## src/rtl/cpu_types_pkg.sv

```systemverilog
// Shared CPU types: machine word, register index, write-back source
// select and the write-back halt state.
package cpu_types_pkg;

  typedef logic [31:0] word_t;
  typedef logic [4:0]  regbits_t;

  // Write-back source select driven by the MEM/WB latch.
  typedef enum logic [1:0] {
    WB_ALU  = 2'b00,
    WB_MEM  = 2'b01,
    WB_LINK = 2'b10,
    WB_LUI  = 2'b11
  } regsrc_t;

  // Retirement state: running, or stopped by a HALT until reset.
  typedef enum logic {
    RUN    = 1'b0,
    HALTED = 1'b1
  } wbstate_t;

endpackage

```

## src/rtl/wb_register_file.sv

```systemverilog
// 32x32 architectural register file: one write port, two combinational
// read ports, register 0 hard-wired to zero.
// Macro WB_BYPASS_EN: a read of the index being written this cycle
// returns the incoming write data instead of the stored value.
module wb_register_file
  import cpu_types_pkg::*;
#(
  parameter int NREGS = 32
) (
  input  logic        CLK,
  input  logic        RST,
  input  logic        wen_i,
  input  logic [4:0]  wsel_i,
  input  logic [31:0] wdat_i,
  input  logic [4:0]  rsel1_i,
  input  logic [4:0]  rsel2_i,
  output logic [31:0] rdat1_o,
  output logic [31:0] rdat2_o
);

  word_t regs_q [NREGS];

  // Register array: cleared on reset, written on the edge a commit is presented.
  always_ff @(posedge CLK or posedge RST) begin
    if (RST) begin
      for (int i = 0; i < NREGS; i++) begin
        regs_q[i] <= 32'h0000_0000;
      end
    end else if (wen_i && (wsel_i != 5'd0)) begin
      regs_q[wsel_i] <= wdat_i;
    end
  end

  // Read port 1: zero register, optional write-through, else stored value.
  always_comb begin
    rdat1_o = 32'h0000_0000;
    if (rsel1_i == 5'd0) begin
      rdat1_o = 32'h0000_0000;
    end
`ifdef WB_BYPASS_EN
    else if (wen_i && (rsel1_i == wsel_i)) begin
      rdat1_o = wdat_i;
    end
`endif
    else begin
      rdat1_o = regs_q[rsel1_i];
    end
  end

  // Read port 2: same rules as port 1.
  always_comb begin
    rdat2_o = 32'h0000_0000;
    if (rsel2_i == 5'd0) begin
      rdat2_o = 32'h0000_0000;
    end
`ifdef WB_BYPASS_EN
    else if (wen_i && (rsel2_i == wsel_i)) begin
      rdat2_o = wdat_i;
    end
`endif
    else begin
      rdat2_o = regs_q[rsel2_i];
    end
  end

endmodule

```

## src/rtl/wb_stage.sv

```systemverilog
// Write-back stage: selects the write-back word from the MEM/WB latch,
// commits it to the register file, echoes the commit for forwarding,
// counts retired instructions and tracks a sticky halt.
// Macro WB_BYPASS_EN (passed through to wb_register_file) enables
// same-cycle write-through on the read ports.
module wb_stage
  import cpu_types_pkg::*;
#(
  parameter int NREGS = 32,
  parameter int CNT_W = 32
) (
  input  logic             CLK,
  input  logic             RST,
  input  logic             wb_valid,
  input  logic [4:0]       wsel_l,
  input  logic             regen_l,
  input  logic [1:0]       regsrc_l,
  input  logic [31:0]      porto_l,
  input  logic [31:0]      dmemload_l,
  input  logic [31:0]      npc_l,
  input  logic [31:0]      imm_l,
  input  logic             halt_l,
  input  logic [4:0]       rsel1,
  input  logic [4:0]       rsel2,
  output logic [31:0]      rdat1,
  output logic [31:0]      rdat2,
  output logic             wb_wen,
  output logic [4:0]       wb_wsel,
  output logic [31:0]      wb_wdat,
  output logic [CNT_W-1:0] retired,
  output logic             halted
);

  wbstate_t         state_q, state_d;
  logic             wen_q;
  regbits_t         wsel_q;
  word_t            wdat_q;
  logic [CNT_W-1:0] retired_q, retired_d;
  word_t            wdat_s;
  logic             commit_s;
  logic             live_s;

  // Source mux: pick the write-back word from the latched operands.
  always_comb begin
    wdat_s = 32'h0000_0000;
    case (regsrc_t'(regsrc_l))
      WB_ALU:  wdat_s = porto_l;
      WB_MEM:  wdat_s = dmemload_l;
      WB_LINK: wdat_s = npc_l;
      WB_LUI:  wdat_s = imm_l;
      default: wdat_s = porto_l;
    endcase
  end

  // A real instruction while running retires; it commits if it writes a non-zero register.
  always_comb begin
    live_s   = wb_valid && (state_q == RUN);
    commit_s = live_s && regen_l && (wsel_l != 5'd0);
  end

  // Halt FSM next state and retire counter next value.
  always_comb begin
    state_d   = state_q;
    retired_d = retired_q;
    case (state_q)
      RUN: begin
        if (wb_valid) begin
          retired_d = retired_q + CNT_W'(1);
          if (halt_l) begin
            state_d = HALTED;
          end else begin
            state_d = RUN;
          end
        end else begin
          state_d = RUN;
        end
      end
      HALTED: begin
        state_d = HALTED;
      end
      default: begin
        state_d = RUN;
      end
    endcase
  end

  // State, counter and commit-echo registers.
  always_ff @(posedge CLK or posedge RST) begin
    if (RST) begin
      state_q   <= RUN;
      retired_q <= {CNT_W{1'b0}};
      wen_q     <= 1'b0;
      wsel_q    <= 5'd0;
      wdat_q    <= 32'h0000_0000;
    end else begin
      state_q   <= state_d;
      retired_q <= retired_d;
      wen_q     <= commit_s;
      if (commit_s) begin
        wsel_q <= wsel_l;
        wdat_q <= wdat_s;
      end
    end
  end

  wb_register_file #(
    .NREGS (NREGS)
  ) u_rf (
    .CLK     (CLK),
    .RST     (RST),
    .wen_i   (commit_s),
    .wsel_i  (wsel_l),
    .wdat_i  (wdat_s),
    .rsel1_i (rsel1),
    .rsel2_i (rsel2),
    .rdat1_o (rdat1),
    .rdat2_o (rdat2)
  );

  assign wb_wen  = wen_q;
  assign wb_wsel = wsel_q;
  assign wb_wdat = wdat_q;
  assign retired = retired_q;
  assign halted  = (state_q == HALTED);

endmodule

```

## config.mk

```make
export PLATFORM = sky130hd
export DESIGN_NAME = wb_stage
export DESIGN_NICKNAME = d
export VERILOG_FILES = /design/src/rtl/cpu_types_pkg.sv /design/src/rtl/wb_register_file.sv /design/src/rtl/wb_stage.sv
export SDC_FILE = /design/constraint.sdc
export NUM_CORES = 2
export LEC_CHECK = 0
export BUFFER_PORTS_ARGS = -buffer_cell sky130_fd_sc_hd__buf_2
export CAP_MARGIN = 15
export CORE_ASPECT_RATIO = 1.75
export CORE_MARGIN = 8
export CORE_UTILIZATION = 56
export CTS_CLUSTER_DIAMETER = 40
export CTS_CLUSTER_SIZE = 20
export DETAILED_ROUTE_END_ITERATION = 8
export PLACE_DENSITY = 0.83
export SLEW_MARGIN = 10
export SYNTH_ARGS = -nofsm -noshare
export SYNTH_HDL_FRONTEND = slang
export SYNTH_SLANG_ARGS = --single-unit
```

## constraint.sdc

```tcl
create_clock -name CLK -period 37 [get_ports CLK]
set_input_delay 5.55 -clock CLK [delete_from_list [all_inputs] [get_ports CLK]]
set_output_delay 5.55 -clock CLK [all_outputs]
set_load 0.01 [all_outputs]
```

Word level (Yosys, flattened, before mapping)
Cells that the tools add are included.
{ "word_totals": {"input_bits": 150, "rom_bits": 0, "mem_bits_rw": 0, "ff_bits": 1095, "latch_bits": 0, "mem_count": 0} }
{ "op_classes": {"n_shift": 0, "mux": 15, "eq_ne": 3, "bitwise_logic": 4, "n_reduce_logical": 10, "n_div": 0, "order_cmp": 4, "add_sub_neg": 1, "multipliers": 0} }
{ "ops": {"columns": ["op", "n"], "rows": [
  ["$bwmux 1024", 1],
  ["$bmux 32 s5", 2],
  ["$mux 32", 7],
  ["$demux 32 s5", 1],
  ["$pmux 32 s4", 1],
  ["$add 32x1->32 const B", 1],
  ["$ge 6x6->1 const B", 3],
  ["$not 5->6", 3],
  ["$logic_not 5->1", 2],
  ["$lt 6x1->1 const B", 1],
  ["$logic_and 1x1->1", 5],
  ["$reduce_bool 5->1", 1],
  ["$eq 2x2->1 const B", 2],
  ["$eq 2x1->1 const B", 1],
  ["$logic_not 2->1", 1],
  ["$mux 1", 2],
  ["$pmux 1 s2", 1],
  ["$reduce_and 2->1", 1],
  ["$not 1->1", 1]
]} }

Depth between registers and ports, before layout
{ "depth": {"word_depth": 6, "mapped_depth": 8, "mapped_depth_nobuf": 5} }

By module
Synthesis repeated with hierarchy kept, for this count alone.
{ "hier_totals": {"hier_cells": 3876, "area_unflattened_um2": 58730.1} }
{ "modules_own_cells": {"columns": ["mod", "instances", "area_each_um2", "cells_per_inst"], "rows": [
  ["wb_register_file", 1, 54974.0, 3617],
  ["wb_stage", 1, 3756.1, 259]
]} }

Worst setup path before layout
OpenSTA, ideal clock, no wires.
{ "synth_timing": {"path_type": "input-to-output", "start": "input port rsel1[0]", "end": "output port rdat1[11]", "path_buffers": 3, "cell_stages": 6, "t_arrival_ns": 7.020, "slack_ns": 24.430, "required_ns": 31.450, "path_cell_list": "buf_2 > buf_2 > nor2_1 > clkbuf_1 > a22oi_1 > a311oi_1"} }
{ "synth_via": {"elab_chain_cells": 5, "elab_cells_between_ends": 6, "classes_between": "4 x mux; 1 x bitwise; 1 x reduce/logical"} }
{ "synth_lines": {"columns": ["element", "line", "rtl"], "rows": [
  ["start: declaration", "wb_stage.sv:23", "input logic [4:0] rsel1,"],
  ["$not 5->6 (not written as such)", "wb_register_file.sv:46", "rdat1_o = regs_q[rsel1_i];"],
  ["$bmux 32 s5", "wb_register_file.sv:46", null],
  ["$mux 32 (not written as such) (2 in series)", "wb_register_file.sv:46", null],
  ["$mux 32 *", "wb_register_file.sv:37", "if (rsel1_i == 5'd0) begin"],
  ["end: declaration", "wb_stage.sv:25", "output logic [31:0] rdat1,"]
]} }
Every way passes the cells marked *; elsewhere a longest branch is shown, timed or not. The select of a mux whose other input is x is not followed.

Worst setup path in the final report
{ "layout_timing": {"start": "input port rsel2[0]", "end": "output port rdat2[14]"} }
{ "layout_via": {"elab_chain_cells": 5, "elab_cells_between_ends": 6, "classes_between": "4 x mux; 1 x bitwise; 1 x reduce/logical"} }
{ "layout_lines": {"columns": ["element", "line", "rtl"], "rows": [
  ["start: declaration", "wb_stage.sv:24", "input logic [4:0] rsel2,"],
  ["$not 5->6 (not written as such)", "wb_register_file.sv:62", "rdat2_o = regs_q[rsel2_i];"],
  ["$bmux 32 s5", "wb_register_file.sv:62", null],
  ["$mux 32 (not written as such) (2 in series)", "wb_register_file.sv:62", null],
  ["$mux 32 *", "wb_register_file.sv:53", "if (rsel2_i == 5'd0) begin"],
  ["end: declaration", "wb_stage.sv:26", "output logic [31:0] rdat2,"]
]} }
Marked as above.

==> flow_summary.ini <==
[outcome]
status = completed

[sta]
fmaxAchievable_mhz = 65.57
fin_crit_ns = 15.25
period_share = 0.4122
final_hold_viol_count = 0
setup_tns_ns = 0
slew_headroom = 0.05462
finalSetupViolCount = 0
grt_setup_unrepaired = no
worst_slew_pin_slew_ns = 1.409
maxSlewViolCount = 0
hold_slack_ns = 0.3964
skew_ns = 0.04166

[flow_run]
max_cap_viol_count = 0

[global_route]
grt_overflow = 0
grtUsageTotal = 0.3510
grt_pass1_wl_um = 296300
grt_max_degree = 178
antenna_found_initial = 21
grt_pass1_vias = 47420

[worst_setup_path]
end_kind = primary output
r2r_setup_slack_ns = 32.83
timing.rr.start = halted$_DFF_PP0_
critPathArrivalTime_ns = 9.70
crit_path_start_kind = primary input
cp_max_fo = 40
crit_slowest_cell = a311oi_1
cp.required_ns = 31.45
reg2reg_depth = 5
max_stage_delay_ns = 1.04
cp_num_buf_inv = 4
crit_type = in2out
r2r_end = u_rf.regs_q[569]$_DFFE_PP0P_
crit_path_cell_trace = buf_6 -> clkinv_2 -> nor2_4 -> buf_4 -> a22oi_1 -> a311oi_1 -> buf_2
cp_top_family = buffers and inverters

[floorplan]
die-area_um2 = 112400
num_rows = 154
die_w_um = 256.9
core_area_um2 = 100800
boundaryPins = 285
die_y_um = 437.6
initial_core_util = 0.5644

[clock_tree]
postCtsHoldBufs = 0
cts_tree = yes
clock_path_buffers = 3
clkSinkCount = 1095
clk_pin_slew_ns = 0.07
clock_latency_ns = 0.76
post-cts-setup-buffer-count = 0
cts_resized = 0
cts-root-buf = clkbuf_16
cts_buffers = 115
htree_levels = 3

[route]
vias = 45990
drt-total-wl_um = 200200
drc = 0
drtPass1Iterations = 6
final_antenna_net_count = 0
vias_per_cell = 7.292
drt_iter0_drc = 6571
wl_per_cell_um = 31.74

[yosys]
yosys-top-cells-area = dfrtp_1 (48%), mux4_2 (18%), mux2_2 (6.7%)
yosysUniqueCellTypes = 49
avgSynthCellArea_um2 = 11.69
synth-async-reset-ratio = 1.000
synth_flop_cell = dfrtp_1
syn_nets = 5015
syn_inst = 4864
yosysMostFrequentCell = dfrtp_1
yosysWarnings = 0
synth_edf_count = 0
synthTopCellsByCount = dfrtp_1 (1095), nand2_1 (914), o21ai_0 (738)
syn-cell-area_um2 = 56870
seq_area_frac_synth = 0.4818
synth_area_leader_cell = dfrtp_1
synth_top_cell_area_share = 0.4818
synth-seq-cells = 1095

[hold_path]
min_path_type = reg2reg
whs_endpoint = u_rf.regs_q[1017]$_DFFE_PP0P_
hold-path-cell-count = 0
min_from = u_rf.regs_q[1017]$_DFFE_PP0P_

[power]
vdd.ir_drop.worst_uv = 58.73
p_comb_frac = 0.107
p_seq_frac = 0.448
cellLeakagePower_nw = 27.86
clkPwrFrac = 0.446
p_per_area_nw_per_um2 = 44.10
p_sw_mw = 0.8084
power.share.switching = 0.2894
internal_power_mw = 1.985

[placement]
globalplace.congestion = 0.9057
dp.cells = 6067
numPortBuffers = 284
place_hpwl_um = 115200

[cells_and_area]
final_layout_size_suffix_gt1_frac = 0.2932
instances_no_fill = 6307
area_growth_pct = 11.40
nNetsFinal = 5014
[logic make-up after synthesis]
| logic type | synth area share |
|---|---|
| fa+ha+maj | 0.0002200 |
| simple gates | 0.07957 |
| compound gates | 0.1188 |
| mux | 0.2759 |
| xor+xnor | 0.004774 |
| flops | 0.4818 |
| buf+inv | 0.03896 |
[state kept, by name, indices dropped and copies added (netlist names)]
signal       cells
u_rf.regs_q   1024
retired         32
wb_wdat         32
wb_wsel          5
halted           1
wb_wen           1
[worst max path at each step]
stage / from / to / slack [ns] / cells after the start
floorplan: RST / halted$_DFF_PP0_ / 0.62 / 1
global placement: rsel2[0] / rdat2[8] / 22.00 / 7
detailed placement: rsel2[0] / rdat2[14] / 22.05 / 7
CTS: rsel2[0] / rdat2[14] / 22.01 / 7
global route: rsel2[1] / rdat2[30] / 21.81 / 8
finish: rsel2[0] / rdat2[14] / 21.75 / 7
[layout by cell type, fill, tap and decap left out, drive strengths merged, types with 7 or more instances in the layout]
cell type and count:
o21ai 879, nor2 11, nor3 8, mux2 355
buf 389, nand2 914, xor2 13, o2111ai 49
inv 59, nor2b 74, dfrtp 1095, clkinvlp 11
clkbuf 122, a221oi 15, o21a 32, a22oi 64
a311oi 64, diode 15, nand3 31, a211oi 64
mux2i 160, clkinv 32, and2 7, mux4 448
xnor2 18
[metal layers]
layer,vias up,wire length [µm],track usage
li1,17900,-,-
met1,22710,63670,0.4067
met2,4101,88650,0.5228
met3,1276,29300,0.1376
met4,14,18480,0.2687
met5,-,90,0
[per-stage QoR]
step	setup WS [ns]	utilization	total power, mW	cell area [µm²]
after floorplan	0.6205	-	1.441	56870
after global placement	22.00	0.5864	1.552	59090
after detailed placement	22.05	0.5864	1.560	59100
after CTS	22.01	0.6271	2.783	63200
after global routing	21.81	0.6284	2.856	63320
final	21.75	0.6287	2.794	63360
[final cells by class]
| class | instances | area (µm²) |
|---|---|---|
| sequential | 1095 | 27400 |
| antenna | 15 | 37.54 |
| clock inverter | 98 | 1114 |
| multi-input combinational | 3252 | 27710 |
| tap | 1326 | 1659 |
| timing repair buffer | 389 | 2400 |
| clock buffer | 122 | 2988 |
| fill | 7252 | 37410 |
| inverter | 10 | 47.55 |
[power groups by stage]
stage	combinational [mW]	sequential (mW)	clock (mW)
after detailed placement	0.288	1.27	0
after global placement	0.283	1.27	0
after CTS	0.290	1.25	1.24
after floorplan	0.168	1.27	0
after global routing	0.311	1.25	1.29
final	0.298	1.25	1.25
Power figures use the tool's default switching activity.
